<file path="src/rtl/ysyx_22050598_ifu_defs_pkg.sv">
// Shared state encodings and constants for the IFU fetch front end.
package ysyx_22050598_ifu_defs;

    typedef enum logic [1:0] {
        IFU_REQ  = 2'd0,
        IFU_WAIT = 2'd1,
        IFU_HOLD = 2'd2
    } ifu_state_e;

    localparam logic [63:0] IFU_RESET_PC = 64'h0000_0000_8000_0000;
    localparam int          IFU_INST_W   = 32;
    localparam logic [63:0] IFU_PC_INC   = 64'd4;

endpackage

</file>
<file path="src/rtl/ysyx_22050598_ifu_pc_reg.sv">
// Architectural fetch PC: reset > redirect > consume(+4) > hold.
// Optional target alignment / misalign flag under YSYX_22050598_IFU_MISALIGN_EN.
module ysyx_22050598_ifu_pc_reg
    import ysyx_22050598_ifu_defs::*;
#(
    parameter logic [63:0] RESET_PC = IFU_RESET_PC
) (
    input  logic        clk,
    input  logic        rst_n,
    input  logic        redirect,
    input  logic [63:0] target,
    input  logic        consume,
    output logic [63:0] pc_q,
    output logic        misalign_q
);

    logic [63:0] target_aligned;
    logic        misalign_next;

`ifdef YSYX_22050598_IFU_MISALIGN_EN
    assign target_aligned = {target[63:2], 2'b00};
    assign misalign_next  = redirect & (target[1:0] != 2'b00);
`else
    assign target_aligned = target;
    assign misalign_next  = 1'b0;
`endif

    always_ff @(posedge clk) begin
        if (!rst_n) begin
            pc_q       <= RESET_PC;
            misalign_q <= 1'b0;
        end else begin
            // The flag is a one-cycle pulse following the offending redirect.
            misalign_q <= misalign_next;
            if (redirect) begin
                pc_q <= target_aligned;
            end else if (consume) begin
                pc_q <= pc_q + IFU_PC_INC;
            end
        end
    end

endmodule

</file>
<file path="src/rtl/ysyx_22050598_ifu_fetch.sv">
// IFU fetch front end: one outstanding imem request, redirect squash, IDU handshake.
// Optional misalign handling is enabled by defining YSYX_22050598_IFU_MISALIGN_EN.
module ysyx_22050598_ifu_fetch
    import ysyx_22050598_ifu_defs::*;
#(
    parameter logic [63:0] RESET_PC = IFU_RESET_PC,
    parameter int          INST_W   = IFU_INST_W
) (
    input  logic              clk,
    input  logic              rst_n,
    input  logic              ex_pc_data_ena_i,
    input  logic [63:0]       ex_pc_data_i,
    output logic              if_req_valid_o,
    input  logic              if_req_ready_i,
    output logic [63:0]       if_req_addr_o,
    input  logic              if_rsp_valid_i,
    input  logic [INST_W-1:0] if_rsp_data_i,
    output logic              id_valid_o,
    input  logic              id_ready_i,
    output logic [63:0]       id_pc_o,
    output logic [INST_W-1:0] id_inst_o,
    output logic              fetch_misalign_o
);

    ifu_state_e        state_q;
    logic [63:0]       pc_q;
    logic [63:0]       inflight_pc_q;
    logic              kill_q;
    logic [INST_W-1:0] inst_q;
    logic              consume;

    // A redirect in HOLD squashes the presented instruction combinationally.
    assign id_valid_o = (state_q == IFU_HOLD) & ~ex_pc_data_ena_i;
    assign consume    = id_valid_o & id_ready_i;

    assign if_req_valid_o = (state_q == IFU_REQ);
    assign if_req_addr_o  = pc_q;
    assign id_pc_o        = inflight_pc_q;
    assign id_inst_o      = inst_q;

    ysyx_22050598_ifu_pc_reg #(
        .RESET_PC (RESET_PC)
    ) u_pc_reg (
        .clk        (clk),
        .rst_n      (rst_n),
        .redirect   (ex_pc_data_ena_i),
        .target     (ex_pc_data_i),
        .consume    (consume),
        .pc_q       (pc_q),
        .misalign_q (fetch_misalign_o)
    );

    always_ff @(posedge clk) begin
        if (!rst_n) begin
            state_q       <= IFU_REQ;
            kill_q        <= 1'b0;
            inst_q        <= '0;
            inflight_pc_q <= '0;
        end else begin
            case (state_q)
                IFU_REQ: begin
                    if (if_req_ready_i) begin
                        inflight_pc_q <= pc_q;
                        state_q       <= IFU_WAIT;
                        // Accepted request already targets the wrong path.
                        if (ex_pc_data_ena_i) begin
                            kill_q <= 1'b1;
                        end
                    end
                end
                IFU_WAIT: begin
                    if (if_rsp_valid_i) begin
                        if (!kill_q && !ex_pc_data_ena_i) begin
                            inst_q  <= if_rsp_data_i;
                            state_q <= IFU_HOLD;
                        end else begin
                            kill_q  <= 1'b0;
                            state_q <= IFU_REQ;
                        end
                    end else if (ex_pc_data_ena_i) begin
                        kill_q <= 1'b1;
                    end
                end
                IFU_HOLD: begin
                    if (ex_pc_data_ena_i || id_ready_i) begin
                        state_q <= IFU_REQ;
                    end
                end
                default: begin
                    state_q <= IFU_REQ;
                end
            endcase
        end
    end

endmodule
</file>
<file path="config.mk">
export PLATFORM = sky130hd
export DESIGN_NAME = ysyx_22050598_ifu_fetch
export DESIGN_NICKNAME = d
export VERILOG_FILES = /design/src/rtl/ysyx_22050598_ifu_defs_pkg.sv /design/src/rtl/ysyx_22050598_ifu_pc_reg.sv /design/src/rtl/ysyx_22050598_ifu_fetch.sv
export SDC_FILE = /design/constraint.sdc
export NUM_CORES = 1
export LEC_CHECK = 0
export BUFFER_PORTS_ARGS = -buffer_cell sky130_fd_sc_hd__buf_2
export CAP_MARGIN = 20
export CORE_UTILIZATION = 35
export CTS_CLUSTER_SIZE = 10
export DETAILED_ROUTE_END_ITERATION = 12
export SYNTH_ARGS = -nofsm -noshare
export SYNTH_HDL_FRONTEND = slang
export SYNTH_HIERARCHICAL = 1
export SYNTH_SLANG_ARGS = --single-unit
</file>
<file path="constraint.sdc">
create_clock -name clk -period 5.5 [get_ports clk]
set_input_delay 0.55 -clock clk [delete_from_list [all_inputs] [get_ports clk]]
set_output_delay 0.55 -clock clk [all_outputs]
set_load 0.005 [all_outputs]
</file>
After elaboration in Yosys (flattened, before gate mapping)
Cells that the tools add are included.
- $lt $le $gt $ge: 0
- div/mod/pow operators: 0
- mux-type cells: 12
- reduce and logical (&&, ||, !) cells: 11
- bitwise logic cells: 3
- shift operators: 0
- equality and inequality tests: 6
- $add $sub $neg: 1
- multiply operators: 0
- operators by type and width (cell ; number):
    $mux W64 ; 2
    $add A64 B3 Y64 const B ; 1
    $reduce_and A3 Y1 ; 3
    $mux W2 ; 4
    $pmux W2 S3 ; 1
    $mux W1 ; 4
    $ne A2 B1 Y1 const B ; 2
    $reduce_bool A2 Y1 ; 2
    $ne A3 B3 Y1 const B ; 1
    $and A1 B1 Y1 ; 2
    $eq A2 B1 Y1 const B ; 1
    $eq A2 B2 Y1 const B ; 1
    $logic_not A1 Y1 ; 2
    $logic_not A2 Y1 ; 1
    $ne A2 B2 Y1 const B ; 1
    $pmux W1 S2 ; 1
    $reduce_and A2 Y1 ; 1
    $logic_and A1 B1 Y1 ; 1
    $logic_or A1 B1 Y1 ; 1
    $not A1 Y1 ; 1
- logic and storage cells: 38
- memories: 0
- latch bits: 0
- RAM bits: 0
- output and inout bits: 163
- bits in read-only memories: 0
- flip-flop bits (word level): 163

Depth between registers and ports, before layout
- depth in word-level cells: 5
- mapped depth: 12
- mapped depth without buffers: 8

Modules after synthesis
Netlist, hierarchy kept.
- modules (own cells, without submodules) (module ; area each (sq um) ; sequential area each (sq um) ; cells each ; instances):
    ysyx_22050598_ifu_pc_reg ; 3918.8 ; 1281.2 ; 467 ; 1
    ysyx_22050598_ifu_fetch ; 3688.5 ; 1981.9 ; 440 ; 1

Least setup slack after synthesis
No wires, ideal clock.
- kind: register -> register
- from: register state_q[0]
- to: register u_pc_reg.pc_q[63]
- arrival: 2.394 ns
- required time: 5.440 ns
- stages on the path, launching flop included: 12
- setup slack: 3.045 ns
- library setup time: 0.060 ns
- cell sequence: dfxtp_1 buf_4 nand2b_1 nor2_1 and2_1 buf_2 and3_1 clkbuf_1 nand4_1 nor4b_4 mux2i_1 o2111a_1
- longest elaborated chain between the ends: 4
- RTL lines (what ; RTL line ; text):
    start, declared ; ysyx_22050598_ifu_fetch.sv:25 ; ifu_state_e state_q;
    start signal, assigned ; ysyx_22050598_ifu_fetch.sv:55 ; state_q <= IFU_REQ;
    start signal, assigned ; ysyx_22050598_ifu_fetch.sv:64 ; state_q <= IFU_WAIT;
    start signal, assigned ; ysyx_22050598_ifu_fetch.sv:75 ; state_q <= IFU_HOLD;
    $eq A2 B2 Y1 ; ysyx_22050598_ifu_fetch.sv:33 ; assign id_valid_o = (state_q == IFU_HOLD) & ~ex_pc_data_ena_i;
    $and A1 B1 Y1 ; ysyx_22050598_ifu_fetch.sv:33 ;
    net id_valid_o ; ysyx_22050598_ifu_fetch.sv:18 ; output logic id_valid_o,
    $and A1 B1 Y1 ; ysyx_22050598_ifu_fetch.sv:34 ; assign consume = id_valid_o & id_ready_i;
    net consume ; ysyx_22050598_ifu_fetch.sv:30 ; logic consume;
    $reduce_bool A2 Y1 (no source line) ; n/a ;
    end signal, assigned ; ysyx_22050598_ifu_pc_reg.sv:36 ; pc_q <= target_aligned;
    end signal, assigned ; ysyx_22050598_ifu_pc_reg.sv:38 ; pc_q <= pc_q + IFU_PC_INC;
    end, declared ; ysyx_22050598_ifu_pc_reg.sv:13 ; output logic [63:0] pc_q,
The timed path passes the listed nets, and every way through them passes these cells.
A chain may end at the register's enable or synchronous reset.

Worst setup path in the final report
- from: register state_q[1]
- to: register u_pc_reg.pc_q[51]
- longest elaborated chain between the ends: 4
- RTL lines (what ; RTL line):
    $eq A2 B2 Y1 ; ysyx_22050598_ifu_fetch.sv:33
    $and A1 B1 Y1 ; ysyx_22050598_ifu_fetch.sv:33
    $and A1 B1 Y1 ; ysyx_22050598_ifu_fetch.sv:34
    net consume ; ysyx_22050598_ifu_fetch.sv:30
    $reduce_bool A2 Y1 (no source line) ; n/a
The timed path passes the listed nets, and every way through them passes these cells.

==> flow_metrics.py <==
metrics = {
    "run_status": {
        "status": "completed",
    },
    "floorplanning": {
        "boundaryPins": 265,
        "initial_core_util": 0.360,
        "row_count": 53,
        "die_h_um": 149,
        "fp.coreArea_um2": 21200,
        "die-area_um2": 22300,
        "die_w_um": 149,
    },
    "sta": {
        "post-route-min-period_ns": 3.27,
        "hold_violations": 0,
        "final-max-slew-violation-count": 0,
        "max_slew_margin": 0.392,
        "fin_ws_ns": 2.23,
        "clock_skew_ns": 0.0125,
        "rsz0062_at_grt": "false",
        "tightest_slew_ns": 0.909,
        "hold_slack_ns": 0.342,
        "fin_tns_setup_ns": 0,
        "finalCritPeriodShare": 0.595,
        "setup_viol": 0,
        "fmax_ghz": 0.306,
    },
    "cts": {
        "tritoncts": "done",
        "cts_setup_buffers": 0,
        "cts_resized": 0,
        "max-clock-path-buffers": 2,
        "numCtsBuffers": 17,
        "clk_pin_slew_worst_paths_ns": 0.07,
        "clock_sinks": 163,
        "root_buffer": "clkbuf_16",
        "clock_latency_ns": 0.43,
        "ctsHoldBuffers": 0,
        "cts_htree_levels": 4,
    },
    "cells_and_area": {
        "drive_above_1_share": 0.293,
        "syn_to_final_growth_pct": 24.9,
        "mostFrequentLayoutCell": "buf_2",
        "fin_nets": 1228,
        "layout_common_cells": "262 x buf_2, 226 x nand2_1, 163 x dfxtp_1",
    },
    "critical_path": {
        "slowest_delay_ns": 0.75,
        "cp_data_arrival_time_ns": 3.60,
        "cp_slowest_cell": "nand4_1",
        "crit_chain": "nand2b_1, nor2_1, and2_1, and3_1, nand4_1, nor4_1, xnor2_1, o211a_1",
        "reg2reg_slack_ns": 2.23,
        "critPathKind": "register to register",
        "path_max_fanout": 13,
        "worstSetupStartpointType": "register",
        "end_kind": "register",
        "crit_required_ns": 5.83,
    },
    "synthesis": {
        "synthCells": 907,
        "synth_ff_type": "dfxtp_1",
        "synth_seq_cells": 163,
        "syn-cell-area_um2": 7610,
        "syn-num-nets": 1010,
        "synthArstFlopShare": 0,
        "synthMuxAreaShare": 0.0487,
        "ys_seq_area_frac": 0.429,
        "synth_compound_area_frac": 0.131,
        "synth-xor-area-share": 0.0564,
        "synth_top_family_by_area": "simple AND/OR/NAND/NOR gates",
        "syn_avg_cell_area_um2": 8.39,
        "yosys.area_share.simple": 0.275,
        "yosys_warnings": 6,
        "synthAdderAreaFrac": 0.00164,
        "synth_edf_count": 0,
        "synthDistinctLibCells": 52,
    },
    "power_and_ir_drop": {
        "powerDensity_nw_per_um2": 287,
        "max-vdd-ir-drop_v": 0.000181,
        "leakagePower_uw": 0.00408,
    },
    "global_routing": {
        "grt_max_degree": 86,
        "grt_overflow": 0,
        "antenna_found_initial": 1,
        "grtUsageMet2": 0.313,
        "grt.met3_usage": 0.0561,
        "global_route.peak_usage_layer": "met2",
        "grt_first_pass_wirelength_um": 34500,
        "track_usage": 0.197,
        "grt_pass1_vias": 6645,
        "use_met1": 0.259,
    },
    "placement": {
        "dp_hpwl_um": 15100,
        "post-place-ws_ns": 2.28,
        "portBuffers": 263,
        "gp_congestion": 0.794,
    },
    "routing": {
        "dr.first_iter.drc_count": 292,
        "wl_per_cell_um": 15.7,
        "drt-total-wl_um": 22300,
        "first_pass_iters": 5,
        "drc": 0,
        "vias": 7132,
        "post_drt_via_cell_ratio": 5.04,
        "ant_nets": 0,
    },
    "hold_path": {
        "hp-class": "input port to register",
    },
    "flow_run": {
        "drv_cap": 0,
    },
}
-- metrics by stage --
stage / cells / cell area [µm²] / utilization / power, µW
3_5_place_dp: 1381 / 8930 / 0.422 / 1620
6_report: 1415 / 9500 / 0.449 / 2730
5_1_grt: 1413 / 9490 / 0.449 / 2860
2_1_floorplan: 907 / 7610 / - / 1480
3_3_place_gp: 1381 / 8930 / 0.422 / 1610
4_1_cts: 1413 / 9490 / 0.449 / 2770
-- layer usage --
layer,vias up,part of all wire
met2,234,0.45
met5,-,0.00045
met3,16,0.071
met1,3302,0.47
met4,2,0.0085
li1,3578,-
-- state kept, by name, summed over array words and instances (netlist names) --
signal	flops
id_inst_o	32
id_pc_o	64
kill_q	1
state_q	2
u_pc_reg/pc_q	64
-- synthesized netlist by cell type (2+ instances only) --
cell,number,share of area
or4_1,4,0.0039
nand2b_1,11,0.0090
nor3b_1,2,0.0020
buf_2,11,0.0072
a31oi_1,2,0.0016
o221ai_1,3,0.0035
nor4_4,3,0.0084
nand3_1,20,0.013
mux2i_1,37,0.049
inv_1,11,0.0054
nor4b_1,4,0.0046
and3_1,11,0.0090
nor4_2,13,0.021
and4_1,11,0.013
buf_6,11,0.016
or2_2,4,0.0033
xnor2_1,38,0.044
nand4_1,20,0.016
nor4_1,6,0.0049
dfxtp_1,163,0.43
nand4_4,2,0.0056
nor3_1,25,0.016
xor2_1,11,0.013
or4_4,2,0.0030
o311a_1,2,0.0026
a21oi_1,96,0.063
clkbuf_1,42,0.021
and2_1,8,0.0066
nor2_1,23,0.011
nor2b_1,3,0.0025
o21ai_0,39,0.026
o211a_1,17,0.022
a211oi_1,3,0.0030
nand2_1,226,0.11
buf_4,4,0.0039
o211ai_1,2,0.0020
buf_1,2,0.00099
-- layout make-up --
type	count	area, µm²
clock inverters	10	75.1
multi-input cells	662	3910
repair buffers	270	1370
flip-flops and latches	163	3260
diodes	2	5.00
fillers	2190	11700
clock buffers	22	484
well taps	275	344
inverters	11	41.3
-- report_power, final --
group / leakage [µW] / switching (µW) / internal, µW
clock: 0.000265 / 512 / 629
sequential: 0.00133 / 69.7 / 1240
combinational: 0.00248 / 153 / 128
total: 0.00408 / 735 / 1990
-- critical path: cells and delay by family, from the launching register on --
family / cells / cell delay [ns]
simple gates: 6 / 2.30
flops: 1 / 0.56
compound gates: 1 / 0.20
xor+xnor: 1 / 0.11
-- worst paths after layout --
check | from | depth (start not counted) | to
setup / recovery | state_q[1] | 8 | u_pc_reg/pc_q[51]
hold / removal | ex_pc_data_i[6] | 2 | u_pc_reg/pc_q[6]
setup reg to reg | state_q[1] | 8 | u_pc_reg/pc_q[51]
hold reg to reg | id_pc_o[45] | 2 | id_pc_o[45]
-- kinds of logic after synthesis --
| family | count (synthesis) |
|---|---|
| AND/OR/NAND/NOR | 404 |
| AO/OA/AOI/OAI | 170 |
| flip-flops | 163 |
| buffers and inverters | 82 |
| XOR/XNOR | 49 |
| multiplexers | 37 |
| adder cells (fa/ha/maj) | 1 |
| other | 1 |
(Power assumes the default switching activity.)
